File: config.mk
export PLATFORM = sky130hd
export DESIGN_NAME = tlk2711_cfg_sequencer
export DESIGN_NICKNAME = d
export VERILOG_FILES = /design/src/rtl/tlk2711_pkg.sv /design/src/rtl/tlk2711_cfg_sequencer.sv
export SDC_FILE = /design/constraint.sdc
export NUM_CORES = 1
export LEC_CHECK = 0
export ABC_AREA = 1
export BUFFER_PORTS_ARGS = -buffer_cell sky130_fd_sc_hd__buf_2
export CAP_MARGIN = 10
export CORE_MARGIN = 4
export CORE_UTILIZATION = 58
export DETAILED_ROUTE_END_ITERATION = 12
export HOLD_SLACK_MARGIN = 0.02
export PLACE_DENSITY = 0.86
export SLEW_MARGIN = 20
export SYNTH_ARGS = -nofsm -noshare
export SYNTH_HDL_FRONTEND = slang
export SYNTH_SLANG_ARGS = --single-unit
File: constraint.sdc
create_clock -name clk -period 5.05 [get_ports clk]
set_input_delay 0.2525 -clock clk [delete_from_list [all_inputs] [get_ports clk]]
set_output_delay 0.2525 -clock clk [all_outputs]
set_load 0.005 [all_outputs]
File: src/rtl/tlk2711_pkg.sv
// Shared definitions for the TLK2711 configuration sequencer:
// register map, TX mode encoding, status source codes and FSM states.
package tlk2711_pkg;

    // Register map of the tlk2711_top register port
    localparam logic [15:0] TX_CTRL = 16'h0100;
    localparam logic [15:0] TX_BASE = 16'h0108;
    localparam logic [15:0] TX_LEN  = 16'h0110;
    localparam logic [15:0] TX_SEG  = 16'h0118;
    localparam logic [15:0] TX_CFG  = 16'h0120;
    localparam logic [15:0] RX_CTRL = 16'h0200;
    localparam logic [15:0] RX_BASE = 16'h0208;
    localparam logic [15:0] LOSS    = 16'h0300;

    typedef enum logic [1:0] {
        MODE_NORM  = 2'd0,
        MODE_LOOP  = 2'd1,
        MODE_KCODE = 2'd2
    } tx_mode_e;

    // Interrupt source codes reported on o_status_src
    localparam logic [1:0] SRC_NONE = 2'd0;
    localparam logic [1:0] SRC_TX   = 2'd1;
    localparam logic [1:0] SRC_RX   = 2'd2;
    localparam logic [1:0] SRC_LOSS = 2'd3;

    typedef enum logic [2:0] {
        ST_IDLE     = 3'd0,
        ST_WR       = 3'd1,
        ST_WAIT_IRQ = 3'd2,
        ST_RD       = 3'd3,
        ST_CLR      = 3'd4,
        ST_FIN      = 3'd5
    } seq_state_e;

    // IRQ status register that belongs to a given source
    function automatic logic [15:0] irq_addr(input logic [1:0] src);
        case (src)
            SRC_TX:  irq_addr = TX_CTRL;
            SRC_RX:  irq_addr = RX_CTRL;
            default: irq_addr = LOSS;
        endcase
    endfunction

endpackage

File: src/rtl/tlk2711_cfg_sequencer.sv
// Hardware sequencer for the tlk2711_top register port: programs one
// transfer descriptor, starts TX (and optionally RX), services the IRQs by
// reading their status registers and reports completion or timeout.
module tlk2711_cfg_sequencer
    import tlk2711_pkg::*;
#(
    parameter int ADDR_WIDTH     = 40,
    parameter int RD_LAT         = 1,
    parameter int TIMEOUT_CYCLES = 1000000
) (
    input  logic                  clk,
    input  logic                  rst_n,
    input  logic                  i_desc_valid,
    output logic                  o_desc_ready,
    input  logic [ADDR_WIDTH-1:0] i_tx_base_addr,
    input  logic [ADDR_WIDTH-1:0] i_rx_base_addr,
    input  logic [31:0]           i_tx_total,
    input  logic [31:0]           i_tx_body,
    input  logic [31:0]           i_tx_tail,
    input  logic [31:0]           i_tx_body_num,
    input  logic [1:0]            i_tx_mode,
    input  logic                  i_rx_en,
    output logic                  o_reg_wen,
    output logic [15:0]           o_reg_waddr,
    output logic [63:0]           o_reg_wdata,
    output logic                  o_reg_ren,
    output logic [15:0]           o_reg_raddr,
    input  logic [63:0]           i_reg_rdata,
    input  logic                  i_tx_irq,
    input  logic                  i_rx_irq,
    input  logic                  i_loss_irq,
    output logic                  o_busy,
    output logic                  o_status_valid,
    output logic [63:0]           o_status,
    output logic [1:0]            o_status_src,
    output logic                  o_done,
    output logic                  o_err
);

    seq_state_e state, state_next;

    logic [ADDR_WIDTH-1:0] tx_base, rx_base;
    logic [31:0]           tx_total, tx_body, tx_tail, tx_body_num;
    tx_mode_e              tx_mode;
    logic                  rx_en;

    logic [2:0]  wr_idx;
    logic [31:0] tcnt;
    logic [2:0]  rd_cnt;
    logic [3:0]  clr_cnt;
    logic        tx_done, rx_done, abort;
    logic [1:0]  src;

    logic [15:0] wr_addr;
    logic [63:0] wr_data;
    logic [2:0]  wr_last;
    logic [1:0]  pick;
    logic        timeout_hit, rd_capture, src_level, clr_exit, all_done;

    // Write table: one register per index, RX start only when enabled
    always_comb begin
        wr_addr = TX_CTRL;
        wr_data = 64'd0;
        case (wr_idx)
            3'd0: begin wr_addr = TX_BASE; wr_data = 64'(tx_base);                     end
            3'd1: begin wr_addr = RX_BASE; wr_data = 64'(rx_base);                     end
            3'd2: begin wr_addr = TX_LEN;  wr_data = {32'd0, tx_total};                end
            3'd3: begin wr_addr = TX_SEG;  wr_data = {tx_tail, tx_body};               end
            3'd4: begin wr_addr = TX_CFG;  wr_data = {tx_body_num, 30'd0, 2'(tx_mode)}; end
            3'd5: begin wr_addr = TX_CTRL; wr_data = 64'd0;                            end
            3'd6: begin wr_addr = RX_CTRL; wr_data = 64'd0;                            end
            default: begin wr_addr = TX_CTRL; wr_data = 64'd0;                         end
        endcase
    end

    // IRQ arbitration (tx > rx > loss, only sources not yet serviced) and exit conditions
    always_comb begin
        pick = SRC_NONE;
        if (i_tx_irq && !tx_done)
            pick = SRC_TX;
        else if (i_rx_irq && rx_en && !rx_done)
            pick = SRC_RX;
        else if (i_loss_irq)
            pick = SRC_LOSS;

        case (src)
            SRC_TX:   src_level = i_tx_irq;
            SRC_RX:   src_level = i_rx_irq;
            SRC_LOSS: src_level = i_loss_irq;
            default:  src_level = 1'b0;
        endcase

        wr_last     = rx_en ? 3'd6 : 3'd5;
        timeout_hit = (TIMEOUT_CYCLES != 0) && (tcnt == 32'(TIMEOUT_CYCLES - 1));
        rd_capture  = (rd_cnt == 3'(RD_LAT));
        clr_exit    = !src_level || (clr_cnt == 4'd15);
        all_done    = tx_done && (rx_done || !rx_en);
    end

    // FSM state register
    always_ff @(posedge clk or negedge rst_n) begin
        if (!rst_n)
            state <= ST_IDLE;
        else
            state <= state_next;
    end

    // FSM next-state logic
    always_comb begin
        state_next = state;
        case (state)
            ST_IDLE:     if (i_desc_valid) state_next = ST_WR;
            ST_WR:       if (wr_idx == wr_last) state_next = ST_WAIT_IRQ;
            ST_WAIT_IRQ: begin
                if (pick != SRC_NONE)
                    state_next = ST_RD;
                else if (timeout_hit)
                    state_next = ST_FIN;
            end
            ST_RD:       if (rd_capture) state_next = ST_CLR;
            ST_CLR:      if (clr_exit) state_next = all_done ? ST_FIN : ST_WAIT_IRQ;
            ST_FIN:      state_next = ST_IDLE;
            default:     state_next = ST_IDLE;
        endcase
    end

    // Descriptor capture, register-bus strobes, counters and status capture
    always_ff @(posedge clk or negedge rst_n) begin
        if (!rst_n) begin
            tx_base        <= '0;
            rx_base        <= '0;
            tx_total       <= '0;
            tx_body        <= '0;
            tx_tail        <= '0;
            tx_body_num    <= '0;
            tx_mode        <= MODE_NORM;
            rx_en          <= 1'b0;
            wr_idx         <= '0;
            tcnt           <= '0;
            rd_cnt         <= '0;
            clr_cnt        <= '0;
            tx_done        <= 1'b0;
            rx_done        <= 1'b0;
            abort          <= 1'b0;
            src            <= SRC_NONE;
            o_reg_wen      <= 1'b0;
            o_reg_waddr    <= '0;
            o_reg_wdata    <= '0;
            o_reg_ren      <= 1'b0;
            o_reg_raddr    <= '0;
            o_status_valid <= 1'b0;
            o_status       <= '0;
            o_status_src   <= SRC_NONE;
        end else begin
            o_reg_wen      <= 1'b0;
            o_reg_ren      <= 1'b0;
            o_status_valid <= 1'b0;
            case (state)
                ST_IDLE: begin
                    if (i_desc_valid) begin
                        tx_base     <= i_tx_base_addr;
                        rx_base     <= i_rx_base_addr;
                        tx_total    <= i_tx_total;
                        tx_body     <= i_tx_body;
                        tx_tail     <= i_tx_tail;
                        tx_body_num <= i_tx_body_num;
                        tx_mode     <= tx_mode_e'(i_tx_mode);
                        rx_en       <= i_rx_en;
                        wr_idx      <= '0;
                        tx_done     <= 1'b0;
                        rx_done     <= 1'b0;
                        abort       <= 1'b0;
                    end
                end
                ST_WR: begin
                    o_reg_wen   <= 1'b1;
                    o_reg_waddr <= wr_addr;
                    o_reg_wdata <= wr_data;
                    wr_idx      <= wr_idx + 3'd1;
                    if (wr_idx == wr_last)
                        tcnt <= '0;
                end
                ST_WAIT_IRQ: begin
                    tcnt <= tcnt + 32'd1;
                    if (pick != SRC_NONE) begin
                        src         <= pick;
                        o_reg_ren   <= 1'b1;
                        o_reg_raddr <= irq_addr(pick);
                        rd_cnt      <= '0;
                    end else if (timeout_hit) begin
                        abort <= 1'b1;
                    end
                end
                ST_RD: begin
                    rd_cnt <= rd_cnt + 3'd1;
                    if (rd_capture) begin
                        o_status       <= i_reg_rdata;
                        o_status_src   <= src;
                        o_status_valid <= 1'b1;
                        clr_cnt        <= '0;
                        if (src == SRC_TX) tx_done <= 1'b1;
                        if (src == SRC_RX) rx_done <= 1'b1;
                    end
                end
                ST_CLR: begin
                    clr_cnt <= clr_cnt + 4'd1;
                    if (clr_exit && !all_done)
                        tcnt <= '0;
                end
                default: ;
            endcase
        end
    end

    assign o_desc_ready = (state == ST_IDLE);
    assign o_busy       = (state != ST_IDLE);
    assign o_done       = (state == ST_FIN);
    assign o_err        = (state == ST_FIN) && abort;

endmodule

-- After elaboration in Yosys (flattened, before gate mapping)
Index checks and enable logic that the tools add are counted.
Widths: inputs -> output; s select.
- output and inout port bits: 169
- register bits after elaboration: 426
- input port bits: 281
- word-level logic and storage cells: 133
- $add $sub $neg: 4
- reduce and logical (&&, ||, !) cells: 34
- eq/ne operators: 30
- mux-type cells: 40
- operator list (kind ; count):
    $pmux 64 s5 ; 1
    $pmux 32 s3 ; 1
    $mux 32 ; 2
    $pmux 10 s6 ; 1
    $add 32x1->32 const B ; 1
    $eq 32x20->1 const B ; 1
    $mux 3 ; 9
    $ne 2x2->1 const B ; 10
    $pmux 10 s2 ; 1
    $pmux 3 s5 ; 1
    $eq 3x2->1 const B ; 4
    $eq 3x3->1 const B ; 4
    $mux 1 ; 12
    $pmux 3 s2 ; 2
    $reduce_and 2->1 ; 6
    $reduce_and 4->1 ; 3
    $reduce_bool 2->1 ; 6
    $eq 3x1->1 const B ; 3
    $mux 2 ; 4
    $pmux 4 s2 ; 1
    $add 3x1->3 const B ; 2
    $eq 2x2->1 const B ; 3
    $logic_and 1x1->1 ; 6
    $logic_not 3->1 ; 2
    other kinds (13) ; 22

-- Logic depth before layout (Yosys ltp)
- depth in word-level cells: 7
- mapped depth: 11
- gate-level depth less buffers: 10

-- Least setup slack after synthesis
Ideal clock, no wire load.
- path type: register to register
- from: reg wr_idx[0]
- to: reg o_reg_wdata[37]
- data arrival time: 1.594 ns
- path buffers: 2
- stages on the path, launching flop included: 9
- clock period less this slack: 1.717 ns
- data required time: 4.927 ns
- path slack: 3.333 ns
- setup time: 0.123 ns
- path through: dfrtp_1 > ha_1 > ha_1 > clkbuf_1 > clkinv_1 > clkbuf_1 > o22ai_1 > o21ai_0 > nand2_1
- word-level cells in the longest chain between the ends: 2
- elaborated cells between the ends (all ways): 6
- classes of those cells: eq/ne (4); mux (1); reduce/logical (1)
- RTL lines (element ; RTL line ; text):
    from (decl) ; tlk2711_cfg_sequencer.sv:47 ; logic [2:0] wr_idx;
    from (signal assigned) ; tlk2711_cfg_sequencer.sv:179 ; wr_idx <= wr_idx + 3'd1;
    $eq 3x3->1, or another cell as far along ; tlk2711_cfg_sequencer.sv:64 ; case (wr_idx)
    $pmux 64 s5 * ; tlk2711_cfg_sequencer.sv:64 ;
    to (signal assigned) ; tlk2711_cfg_sequencer.sv:178 ; o_reg_wdata <= wr_data;
    to (decl) ; tlk2711_cfg_sequencer.sv:25 ; output logic [63:0] o_reg_wdata,
Mark *: on every way between the ends. The rest lies on a longest branch, timed or not.
A chain may end at the register's enable or synchronous reset.

-- Worst setup path in the final report
- from: reg state[1]
- to: reg rx_base[10]
- word-level cells in the longest chain between the ends: 2
- RTL lines (element ; RTL line ; text):
    from (decl) ; tlk2711_cfg_sequencer.sv:40 ; seq_state_e state, state_next;
    from (signal assigned) ; tlk2711_cfg_sequencer.sv:105 ; state <= state_next;
    $logic_not 3->1 ; tlk2711_cfg_sequencer.sv:158 ; case (state)
    $reduce_and 2->1 (no source line) ; n/a ;
    to (signal assigned) ; tlk2711_cfg_sequencer.sv:162 ; rx_base <= i_rx_base_addr;
    to (decl) ; tlk2711_cfg_sequencer.sv:42 ; logic [ADDR_WIDTH-1:0] tx_base, rx_base;
No other way between the ends.

==> results by group <==
Status
  • Status: completed

Clocking
  • Max H-tree Level: 2
  • Clock buffers created by TritonCTS: 42
  • Post-cts gate resize count: 0
  • Library cell used as clock root buffer: sky130_fd_sc_hd__clkbuf_16
  • Setup Buffers After CTS: 0
  • Clock-pin slew on the worst setup and hold paths: 0.06 ns
  • Maximum clock path buffer count: 3
  • Clock Latency Late Sink: 0.54 ns
  • # clock sinks: 401
  • TritonCTS clock tree: built

Setup path
  • Startpoint of the worst-slack reg-to-reg timing path: state[1]
  • Reg2Reg Depth: 7
  • Reg-to-reg critical path endpoint: rx_base[10]
  • Critical path launch point type: register
  • CP cell instances: nor2_2, nand2_1, inv_2, nand2_4, inv_8, buf_4, o21ai_0
  • Top delay family on crit path: buffers and inverters
  • Data required, critical path: 5.42 ns
  • Critical path peak fanout: 137
  • Slowest cell on the critical path: sky130_fd_sc_hd__inv_8
  • Register-to-register setup slack: 1.72 ns
  • CP Data Arrival Time: 3.69 ns
  • Buffers and inverters on the worst path: 3
  • Maximum cell stage delay along the critical path: 0.87 ns
  • Category of the worst setup path capture point: register
  • Worst Setup Path Type: register to register

Min path
  • End point of the worst hold path: tx_mode[0]
  • Hold path cells: 3
  • Class of the worst hold path: primary input to register
  • Start point of the worst hold path: i_tx_mode[0]

GRT
  • Congestion Overflow GR: 0
  • Number of global-route vias before repair: 19600
  • Initial antenna violation count: 11
  • Total track usage: 40.4%
  • Largest net degree at the start of global routing: 147
  • First-pass GRT wire length: 106000 um

Cells and area
  • Number of nets in the layout: 3125
  • Ratio of cells with drive above 1 in the final layout: 18.3%
  • Area of the multi-input gates: 6360 um^2
  • Area taken by flip-flops and latches: 10000 um^2
  • Synth-to-Final Area Change: 36.1%
  • Final-layout fill cell count: 1681

Placement
  • Port Buffers: 424
  • HPWL after DPL: 36000 um
  • Worst setup slack after placement: 2.00 ns
  • Last weighted congestion value of the routability-driven placer: 0.958

Timing
  • Post-route fraction of the period consumed by the critical path: 65.9%
  • Setup TNS after final layout: 0 ns
  • Hold Fails Final Rpt: 0
  • Min Clock Period, post-route: 3.33 ns
  • Transition at the pin with the smallest max-transition slack: 1.13 ns
  • Number of setup violations in the final report: 0
  • Max-Slew Margin vs Limit: 24.4%
  • Final setup skew: 0.0235 ns
  • Maximum achievable frequency: 301 MHz
  • Max-slew violation total from the final report: 0
  • Setup repair after global routing missed its margin: false
  • Final setup margin: 1.72 ns

Yosys
  • Top area cells in the synthesized netlist: sky130_fd_sc_hd__dfrtp_1, sky130_fd_sc_hd__nand2_1, sky130_fd_sc_hd__o21ai_0
  • Cell area after technology mapping: 17700 um^2
  • Gate count of the mapped netlist: 2184
  • Unique masters post-synth: 34
  • Mapped Avg Cell Area: 8.10 um^2
  • Number of register bits inferred by synthesis: 401
  • Library cell with the highest instance count after synthesis: sky130_fd_sc_hd__nand2_1
  • Syn. warnings: 0
  • Commonest cells post-synth: sky130_fd_sc_hd__nand2_1, sky130_fd_sc_hd__dfrtp_1, sky130_fd_sc_hd__o21ai_0
  • Prevailing post-synth register cell: sky130_fd_sc_hd__dfrtp_1
  • Number of enable flip-flop cells after synthesis: 0
  • Part of the Yosys area used for sequential elements: 56.7%
  • Share of Yosys cell area claimed by the top area cell type: 56.7%
  • Area leader, netlist: sky130_fd_sc_hd__dfrtp_1
  • Share of synthesized registers carrying an async set or reset: 100%

Routing
  • Overall routed net length: 69200 um
  • DRC viols: 0
  • DR iter-0 viols: 2434
  • Drt first pass iters: 8
  • Routed via count divided by cell count: 5.78
  • Post-detailed-route count of antenna-violating nets: 0
  • Mean routed wirelength per cell: 21.2 um
  • Vias after detailed routing: 18900

Power
  • Worst IR Drop VDD: 0.405 mV
  • Areal power density over the cells: 585 nW/um^2
  • Standby leakage power: 12.7 nW

Floorplan
  • Initial Utilization: 59.2%
  • Die H: 183 um
  • Core area: 29900 um^2
  • Site row count: 63
  • Die Area: 33400 um^2
  • Top-Level Pins: 450
  • Overall die width: 183 um

Run
  • Max Cap Viol: 0
[layout by cell type, fill, tap and decap left out, drive strengths merged, types with 9 or more instances in the layout]
| cell | count |
|---|---|
| nand2 | 1017 |
| diode | 11 |
| inv | 180 |
| ha | 9 |
| nor2 | 69 |
| o21ai | 231 |
| clkbuf | 59 |
| o22ai | 43 |
| a21oi | 14 |
| nand3 | 66 |
| dfrtp | 401 |
| buf | 433 |
| dlygate4sd3 | 275 |
| conb | 25 |
[stage by stage]
| step | power (W) | hold slack [ns] | cells | area (um^2) | utilization (%) |
|---|---|---|---|---|---|
| 3_5_place_dp | 0.00979 | 0.420 | 2906 | 19800 | 66.3 |
| 3_3_place_gp | 0.00955 | 0.413 | 2906 | 19800 | 66.3 |
| 2_1_floorplan | 0.00815 | -0.0431 | 2208 | 17800 | - |
| 6_report | 0.0141 | 0.0629 | 3266 | 24100 | 80.7 |
| 4_1_cts | 0.0134 | 0.0228 | 3255 | 24100 | 80.6 |
| 5_1_grt | 0.0147 | 0.0576 | 3263 | 24100 | 80.6 |
[state kept, by name, summed over array words and instances, names as in the netlist, 4 cells and up]
name         cells
rx_base         40
tx_total        32
o_status        64
clr_cnt          4
tx_base         40
tx_body_num     32
o_reg_wdata     64
tx_body         32
tx_tail         32
tcnt            32
o_reg_waddr      5
[per-layer routing]
| metal | GRT usage [%] | wire length (um) | up-vias |
|---|---|---|---|
| li1 | - | - | 8029 |
| met2 | 67.0 | 33400 | 1509 |
| met1 | 47.8 | 23400 | 8874 |
| met5 | 0 | 9 | - |
| met3 | 9.43 | 7030 | 459 |
| met4 | 25.3 | 5360 | 2 |
[report_power, final]
| part | internal (W) | switching (W) | total [W] |
|---|---|---|---|
| registers | 0.00462 | 0.000867 | 0.00549 |
| clock network | 0.00210 | 0.00135 | 0.00345 |
| logic | 0.00164 | 0.00352 | 0.00516 |
[what timing repair did]
action	in CTS	in global routing
setup endpoints to repair	0	0
hold buffers	275	0
hold endpoints to repair	388	0
[how the worst max path moves through the flow]
stage	startpoint	endpoint	slack [ns]	cells after the start
6_report	state[1]	rx_base[10]	1.72	7
3_5_place_dp	state[1]	tx_total[10]	2.00	8
2_1_floorplan	wr_idx[0]	o_reg_wdata[37]	3.33	8
5_1_grt	state[1]	rx_base[18]	1.49	8
3_3_place_gp	state[1]	rx_base[23]	2.11	7
4_1_cts	state[1]	rx_base[23]	1.96	8
[logic make-up (layout without fill, tap and decap cells)]
group	Yosys count	count (layout)	share of synthesized area, %
xor+xnor	12	12	0.594
fa+ha+maj	9	9	0.636
compound gates	295	295	8.77
other cells	1	36	0.0212
buf+inv	306	963	7.97
flops	401	401	56.7
simple gates	1160	1160	25.3
[final cells by class]
type                            instances  share of cell area, %
Antenna cell                           11                  0.114
Clock buffer                           59                   5.08
Clock inverter                         15                   1.20
Inverter                              181                   2.85
Multi-Input combinational cell       1501                   26.4
Sequential cell                       401                   41.6
Tap cell                              390                   2.03
Timing Repair Buffer                  708                   20.7
[worst reg2reg max path, delay by kind of cell, from the launching register on]
family | cells | cell delay [ns]
compound gates | 1 | 0.28
buf+inv | 3 | 1.64
flops | 1 | 0.44
simple gates | 3 | 0.82
Note: power is estimated with default switching activity, not from simulation.
